===== config.mk =====
export PLATFORM = sky130hd
export DESIGN_NAME = multiword_adder_seq
export DESIGN_NICKNAME = d
export VERILOG_FILES = /design/src/rtl/multiword_adder_seq_pkg.sv /design/src/rtl/multiword_adder_seq_adder.sv /design/src/rtl/multiword_adder_seq.sv
export SDC_FILE = /design/constraint.sdc
export NUM_CORES = 1
export LEC_CHECK = 0
export ABC_AREA = 1
export CAP_MARGIN = 20
export CORE_MARGIN = 1.5
export CORE_UTILIZATION = 56
export CTS_CLUSTER_SIZE = 16
export DETAILED_ROUTE_END_ITERATION = 12
export GPL_TIMING_DRIVEN = 1
export PLACE_DENSITY = 0.86
export SLEW_MARGIN = 20
export SYNTH_ARGS = -nofsm -noshare
export SYNTH_HDL_FRONTEND = slang
export SYNTH_SLANG_ARGS = --single-unit

===== constraint.sdc =====
create_clock -name clk -period 30.7 [get_ports clk]
set_input_delay 3.07 -clock clk [delete_from_list [all_inputs] [get_ports clk]]
set_output_delay 3.07 -clock clk [all_outputs]
set_load 0.02 [all_outputs]

===== src/rtl/multiword_adder_seq_pkg.sv =====
// multiword_adder_pkg: shared state encoding and default sizes for the wide adder
package multiword_adder_pkg;
    localparam int DEF_WIDTH = 32;
    localparam int DEF_WORDS = 4;
    localparam logic [1:0] IDLE = 2'd0;
    localparam logic [1:0] RUN  = 2'd1;
    localparam logic [1:0] DONE = 2'd2;
endpackage


===== src/rtl/multiword_adder_seq_adder.sv =====
// adder_behavior: W-bit combinational add with carry-in and carry-out
module adder_behavior #(
    parameter int W = 32
) (
    output logic [W-1:0] s,
    output logic         co,
    input  logic [W-1:0] a,
    input  logic [W-1:0] b,
    input  logic         ci
);
    assign {co, s} = {1'b0, a} + {1'b0, b} + {{W{1'b0}}, ci};
endmodule


===== src/rtl/multiword_adder_seq.sv =====
// multiword_adder_seq: word-serial wide adder driving one combinational adder per cycle
module multiword_adder_seq
    import multiword_adder_pkg::*;
#(
    parameter int WIDTH = DEF_WIDTH,
    parameter int WORDS = DEF_WORDS
) (
    input  logic                   clk,
    input  logic                   rst,
    input  logic                   start,
    input  logic [WIDTH*WORDS-1:0] a_in,
    input  logic [WIDTH*WORDS-1:0] b_in,
    input  logic                   ci_in,
    output logic                   busy,
    output logic                   done,
    output logic [WIDTH*WORDS-1:0] sum_out,
    output logic                   co_out
);
    localparam int N  = WIDTH * WORDS;
    localparam int IW = $clog2(WORDS);
    logic [1:0]       state;
    logic [N-1:0]     a_r, b_r;
    logic [IW-1:0]    idx;
    logic             carry, co;
    logic [WIDTH-1:0] s;
    logic             last;
    adder_behavior #(.W(WIDTH)) u_add (
        .s  (s),
        .co (co),
        .a  (a_r[idx*WIDTH +: WIDTH]),
        .b  (b_r[idx*WIDTH +: WIDTH]),
        .ci (carry)
    );
    assign last = idx == IW'(WORDS - 1);
    assign busy = state == RUN || state == DONE;
    assign done = state == DONE;
    always_ff @(posedge clk or posedge rst) begin
        if (rst) begin
            state   <= IDLE;
            a_r     <= '0;
            b_r     <= '0;
            idx     <= '0;
            carry   <= 1'b0;
            sum_out <= '0;
            co_out  <= 1'b0;
        end else if (state == IDLE) begin
            if (start) begin
                a_r     <= a_in;
                b_r     <= b_in;
                carry   <= ci_in;
                idx     <= '0;
                sum_out <= '0;
                co_out  <= 1'b0;
                state   <= RUN;
            end
        end else if (state == RUN) begin
            sum_out[idx*WIDTH +: WIDTH] <= s;
            carry <= co;
            if (last) begin
                co_out <= co;
                state  <= DONE;
            end else begin
                idx <= idx + 1'b1;
            end
        end else begin
            state <= IDLE;
        end
    end
endmodule


Word level (Yosys, flattened, before mapping)

Index checks and enable logic that the tools add are counted.

Logic and storage cells: 49
Output and inout port bits: 131
Register bits: 390
Bits of input ports: 260

Add/subtract/negate cells: 4
Equal/unequal tests: 6
Mux-type cells: 19
Shift operators: 4
Reductions and logical operators: 9

Operators with widths:

| operator                                                | number |
|---|---|
| 2-to-1 mux 128 bit                                      | 3 |
| indexed part select 128 x 8 -> 32 bit                   | 2 |
| bitwise mux 128 bit                                     | 1 |
| variable shift 32 x 34 -> 128 bit, first input constant | 1 |
| indexed part select 32 x 34 -> 128 bit                  | 1 |
| negator 7 -> 34 bit                                     | 1 |
| adder 32 x 32 -> 33 bit                                 | 1 |
| adder 33 x 1 -> 33 bit                                  | 1 |
| 2-to-1 mux 2 bit                                        | 8 |
| 2-to-1 mux 1 bit                                        | 7 |
| AND reduction 2 bit                                     | 3 |
| AND reduction 3 bit                                     | 2 |
| == test 2 bit, second input constant                    | 2 |
| nonzero test 2 bit                                      | 2 |
| != test 3 bit, second input constant                    | 1 |
| adder 2 x 1 -> 2 bit, second input constant             | 1 |
| == test 2 x 1 -> 1 bit, second input constant           | 1 |
| zero test 2 bit                                         | 1 |
| != test 2 x 1 -> 1 bit, second input constant           | 1 |
| != test 2 bit, second input constant                    | 1 |
| logical OR 1 bit                                        | 1 |

Logic depth before layout (Yosys ltp)

Depth after elaboration: 7
Gate-level depth with buffers: 21
Gate-level depth less buffers: 18

Modules after synthesis

From an unflattened synthesis, not the netlist that was laid out.

Cell total of the unflattened synthesis: 2887
Area, all modules: 21005.1 um2

Modules (own cells, without submodules):

| module              | area an instance (um2) | seq. area each (um2) | instances | cells each |
|---|---|---|---|---|
| multiword_adder_seq | 18611.6                | 9759.4               | 1         | 2382 |
| adder_behavior      | 2393.5                 | 0.0                  | 1         | 505 |

Least setup slack after synthesis

No wires, ideal clock.

Path kind: input-to-reg
Start: in start
End: reg sum_out[67]
Data required time: 30579 ps
Path slack: 26611 ps
Setup time: 121 ps
Cell stages on the path: 8
Buffers on the path: 1
Arrival time: 3968 ps
Cell sequence: nand2_2 inv_2 nor2_1 inv_2 nand4_1 inv_2 buf_2 a22o_1

Longest elaborated chain between the ends: 2

RTL lines:

| item                                 | RTL line                  | source |
|---|---|---|
| start, declared                      | multiword_adder_seq.sv:10 | `input logic start,` |
| != test 2 bit (no source line)       | --                        |  |
| AND reduction 2 bit (no source line) | --                        |  |
| end signal, assigned by index        | multiword_adder_seq.sv:57 | `sum_out[idx*WIDTH +: WIDTH] <= s;` |
| end, declared                        | multiword_adder_seq.sv:16 | `output logic [WIDTH*WORDS-1:0] sum_out,` |

Every way passes these cells.
A chain may end at the register's enable or synchronous reset.

Worst setup path in the final report

Start: in start
End: reg sum_out[97]

The elaborated chain is that of the path after synthesis.

==> run summary <==
- **standard-cell rows** 67
- **Post-Route WL** 57370 µm
- **dominant delay contributor by cell family on the critical path** buffers and inverters
- **mapped cell area** 19060 µm²
- **final number of hold-violating endpoints** 0
- **count of flip-flops with a built-in enable after synthesis** 0
- **CP Capture Type** flip-flop
- **result of the run** finished, final reports clean
- **Remaining DRCs** 0
- **share of synthesized flip-flops with an asynchronous set or reset** 100.0%
- **aggregate global-route resource usage** 32.42%
- **root cell of the clock tree** sky130_fd_sc_hd__clkbuf_16
- **worst relative slew slack** 27.61%
- **TritonCTS Buffers** 40
- **dominant register cell in the synthesized netlist** sky130_fd_sc_hd__dfrtp_1
- **CTS tree** built
- **maximum operating frequency** 156.5 MHz
- **Setup Viol. Count Final** 0
- **worst clock skew on the final layout** 0.01375 ns
- **internal power contribution** 1.493 mW
- **count of routing violations after the opening detailed-route iteration** 1697
- **crit share post-route** 20.81%
- **crit-path max FO** 169
- **worst voltage drop across the vdd grid** 0.00006619 V
- **switching share of power** 48.35%
- **cell type with the highest aggregate area in the netlist** sky130_fd_sc_hd__dfrtp_1
- **worst setup slack after layout** 24.31 ns
- **die area** 35160 µm²
- **CTS Hold Buffers Added** 0
- **path type of the worst setup path** in2reg
- **total placed instance area** 23070 µm²
- **first-pass detailed-route iteration total** 5
- **PD cells** 118.0 nW/µm²
- **H-tree lvl count** 2
- **wire length of the first global-routing pass** 91710 µm
- **Fin Setup TNS** 0 ns
- **shortest clock period the worst path allows after layout** 6.390 ns
- **part of the power in the clock network** 17.3%
- **worst-case clock buffer depth** 3
- **post-synthesis area per instance** 7.634 µm²
- **effective utilization at floorplan** 56.85%
- **overall die height** 187.5 µm
- **register clock-pin slew on the reported worst setup and hold paths** 0.06 ns
- **synth warn** 0
- **input/output buffers** 390
- **standby leakage power** 12.54 nW
- **dominant cells by area after synthesis** sky130_fd_sc_hd__dfrtp_1 51%, sky130_fd_sc_hd__nand2_1 24%, sky130_fd_sc_hd__o21ai_0 4.5%
- **longest individual stage delay on the worst path** 0.84 ns
- **area growth from synthesis to layout** 28.50%
- **cell seen most often among critical-path stages** sky130_fd_sc_hd__nor2_1
- **CTS sink cnt** 390
- **synthesized netlist net count** 2797
- **Gate power share** 54.5%
- **pins over their slew limit** 0
- **crit path cell chain** clkdlybuf4s50_1 -> nand2_8 -> inv_8 -> nor2_1 -> nor2_1 -> clkinv_1 -> o31ai_1
- **placer congestion estimate** 0.8921
- **Buffers & Inverters on Critical Path** 3
- **die width** 187.5 µm
- **max-cap viol count** 0
- **core box area** 33530 µm²
- **post-detailed-placement half-perimeter wirelength** 39760 µm
- **post-route cell area** 24500 µm²
- **number of antenna violations at the first check in global routing** 5
- **global-route congestion overflow total** 0
- **post-synthesis register bit count** 390
- **post-route ant nets** 0
- **setup repair after global routing missed its margin** no
- **P_sw** 1.398 mW
- **worst endpoint data arrival time** 6.78 ns
- **Yosys top cell area share** 51.19%
- **latest clock arrival within the worst-skew pair** 0.52 ns
- **detailed-route vias per instance** 5.549
- **Final Net Count** 3114
- **data required time of the worst path** 31.09 ns
- **proportion of synthesized chip area in sequential cells** 51.19%
- **average detailed-routed wire length per instance** 17.42 µm
- **via count of the first global-routing pass** 17637
- **path category of the worst min-delay check** reg2reg
- **crit path launch type** primary input
- **pre-CTS setup slack** 23.72 ns
- **share of total power in sequential cells** 28.2%
- **Synth cell types** 41
- **synthesized instance count** 2497
- **Critical Path Slowest Stage Cell** sky130_fd_sc_hd__clkinv_1
- **slew at the pin closest to its max-slew limit** 1.079 ns
- **number of placed I/O pins** 391
- **post-cts resize count** 0
- **largest net degree at the start of global routing** 193
- **number of vias in the routed layout** 18274
- **buffers inserted by post-CTS timing repair** 0
- **fraction of layout instances using a drive strength above 1** 4.221%
-- Yosys cell counts, types with 2 or more instances --
library cell and number:
sky130_fd_sc_hd__o31ai_1 3, sky130_fd_sc_hd__nor2_2 4, sky130_fd_sc_hd__o21bai_1 3, sky130_fd_sc_hd__clkbuf_8 6, sky130_fd_sc_hd__nand2_1 1197, sky130_fd_sc_hd__xor2_2 3, sky130_fd_sc_hd__clkbuf_1 84, sky130_fd_sc_hd__ha_1 38
sky130_fd_sc_hd__o22ai_1 66, sky130_fd_sc_hd__dfrtp_1 390, sky130_fd_sc_hd__nand4_1 29, sky130_fd_sc_hd__a22o_1 17, sky130_fd_sc_hd__nand3_1 52, sky130_fd_sc_hd__a21oi_1 23, sky130_fd_sc_hd__nor3_2 2, sky130_fd_sc_hd__o21ai_1 2
sky130_fd_sc_hd__inv_2 5, sky130_fd_sc_hd__fa_1 2, sky130_fd_sc_hd__a32o_1 2, sky130_fd_sc_hd__a21o_1 2, sky130_fd_sc_hd__xor2_1 10, sky130_fd_sc_hd__buf_2 30, sky130_fd_sc_hd__inv_1 123, sky130_fd_sc_hd__nand2_2 9
sky130_fd_sc_hd__nand3_2 2, sky130_fd_sc_hd__o21ai_0 172, sky130_fd_sc_hd__nor2_1 191, sky130_fd_sc_hd__nor3_1 5, sky130_fd_sc_hd__xnor2_1 5, sky130_fd_sc_hd__buf_1 9
-- area by class of cell --
cell class,count,area (µm²)
fill,2497,9036
timing repair buffer,406,4073
clock inverter,16,190.2
tap,448,560.5
antenna,2,5.005
inverter,130,510.5
sequential,390,9764
multi-input combinational,1846,8224
clock buffer,55,1169
-- power groups by stage --
| stage | clock, mW | combinational (mW) | sequential (mW) |
|---|---|---|---|
| 2_1_floorplan | 0 | 1.06 | 0.801 |
| 3_3_place_gp | 0 | 1.51 | 0.809 |
| 6_report | 0.501 | 1.57 | 0.816 |
| 4_1_cts | 0.503 | 1.55 | 0.812 |
| 5_1_grt | 0.525 | 1.75 | 0.836 |
| 3_5_place_dp | 0 | 1.54 | 0.817 |
-- worst paths after layout --
path	startpoint	endpoint	slack [ns]	depth (start not counted)
hold reg to reg	a_r[57]	a_r[57]	0.47	2
max in group asynchronous	rst	b_r[27]	26.18	4
min in group asynchronous	rst	a_r[2]	3.06	2
hold / removal	a_r[57]	a_r[57]	0.47	2
setup / recovery	start	sum_out[97]	24.31	7
setup reg to reg	idx[0]	sum_out[48]	26.13	14
-- sequential cells by signal, summed over array words and instances, names as in the netlist --
name	cells
a_r	128
idx	2
carry	1
state	2
co_out	1
b_r	128
sum_out	128
-- placed cells by master, fill, tap and decap left out, types with 29 or more instances in the layout --
cell                                 n
sky130_fd_sc_hd__dfrtp_1           388
sky130_fd_sc_hd__nor2_1            191
sky130_fd_sc_hd__nand2_1          1197
sky130_fd_sc_hd__nand3_1            52
sky130_fd_sc_hd__o21ai_0           172
sky130_fd_sc_hd__clkdlybuf4s50_1   390
sky130_fd_sc_hd__ha_1               38
sky130_fd_sc_hd__o22ai_1            66
sky130_fd_sc_hd__inv_1             120
sky130_fd_sc_hd__clkbuf_16          41
sky130_fd_sc_hd__nand4_1            29
-- worst min-delay path, stage by stage, from the launching register on --
cell and delay (ns):
sky130_fd_sc_hd__dfrtp_1 0.33, sky130_fd_sc_hd__nand2_1 0.05, sky130_fd_sc_hd__nand2_1 0.05
-- metal layers --
| metal | vias up | track usage, % | routed length, µm |
|---|---|---|---|
| met4 | 6 | 11.72 | 1777 |
| met2 | 959 | 52.86 | 27030 |
| met1 | 8669 | 44.41 | 23710 |
| met3 | 131 | 4.885 | 4812 |
| met5 | - | 0 | 39 |
| li1 | 8509 | - | - |
-- cells by family (layout without fill, tap and decap cells) --
kind of cell	count (synthesis)	count (layout)	share of synthesized area [%]
simple gates	1497	1497	30.80
flops	390	390	51.19
compound gates	291	291	8.585
buf+inv	261	607	5.776
fa+ha+maj	40	40	2.704
xor+xnor	18	18	0.9451
other cells	0	2	0
-- stage by stage --
step / std cells / hold slack [ns] / power (mW) / utilization, %
3_3_place_gp: 3217 / 0.4563 / 2.314 / 68.81
5_1_grt: 3293 / 0.4924 / 3.109 / 73.05
4_1_cts: 3288 / 0.4765 / 2.866 / 72.86
6_report: 3293 / 0.4731 / 2.891 / 73.05
2_1_floorplan: 2497 / 0.4436 / 1.861 / -
3_5_place_dp: 3217 / 0.4600 / 2.353 / 68.81
No activity file was read; power rests on OpenSTA's default activity.
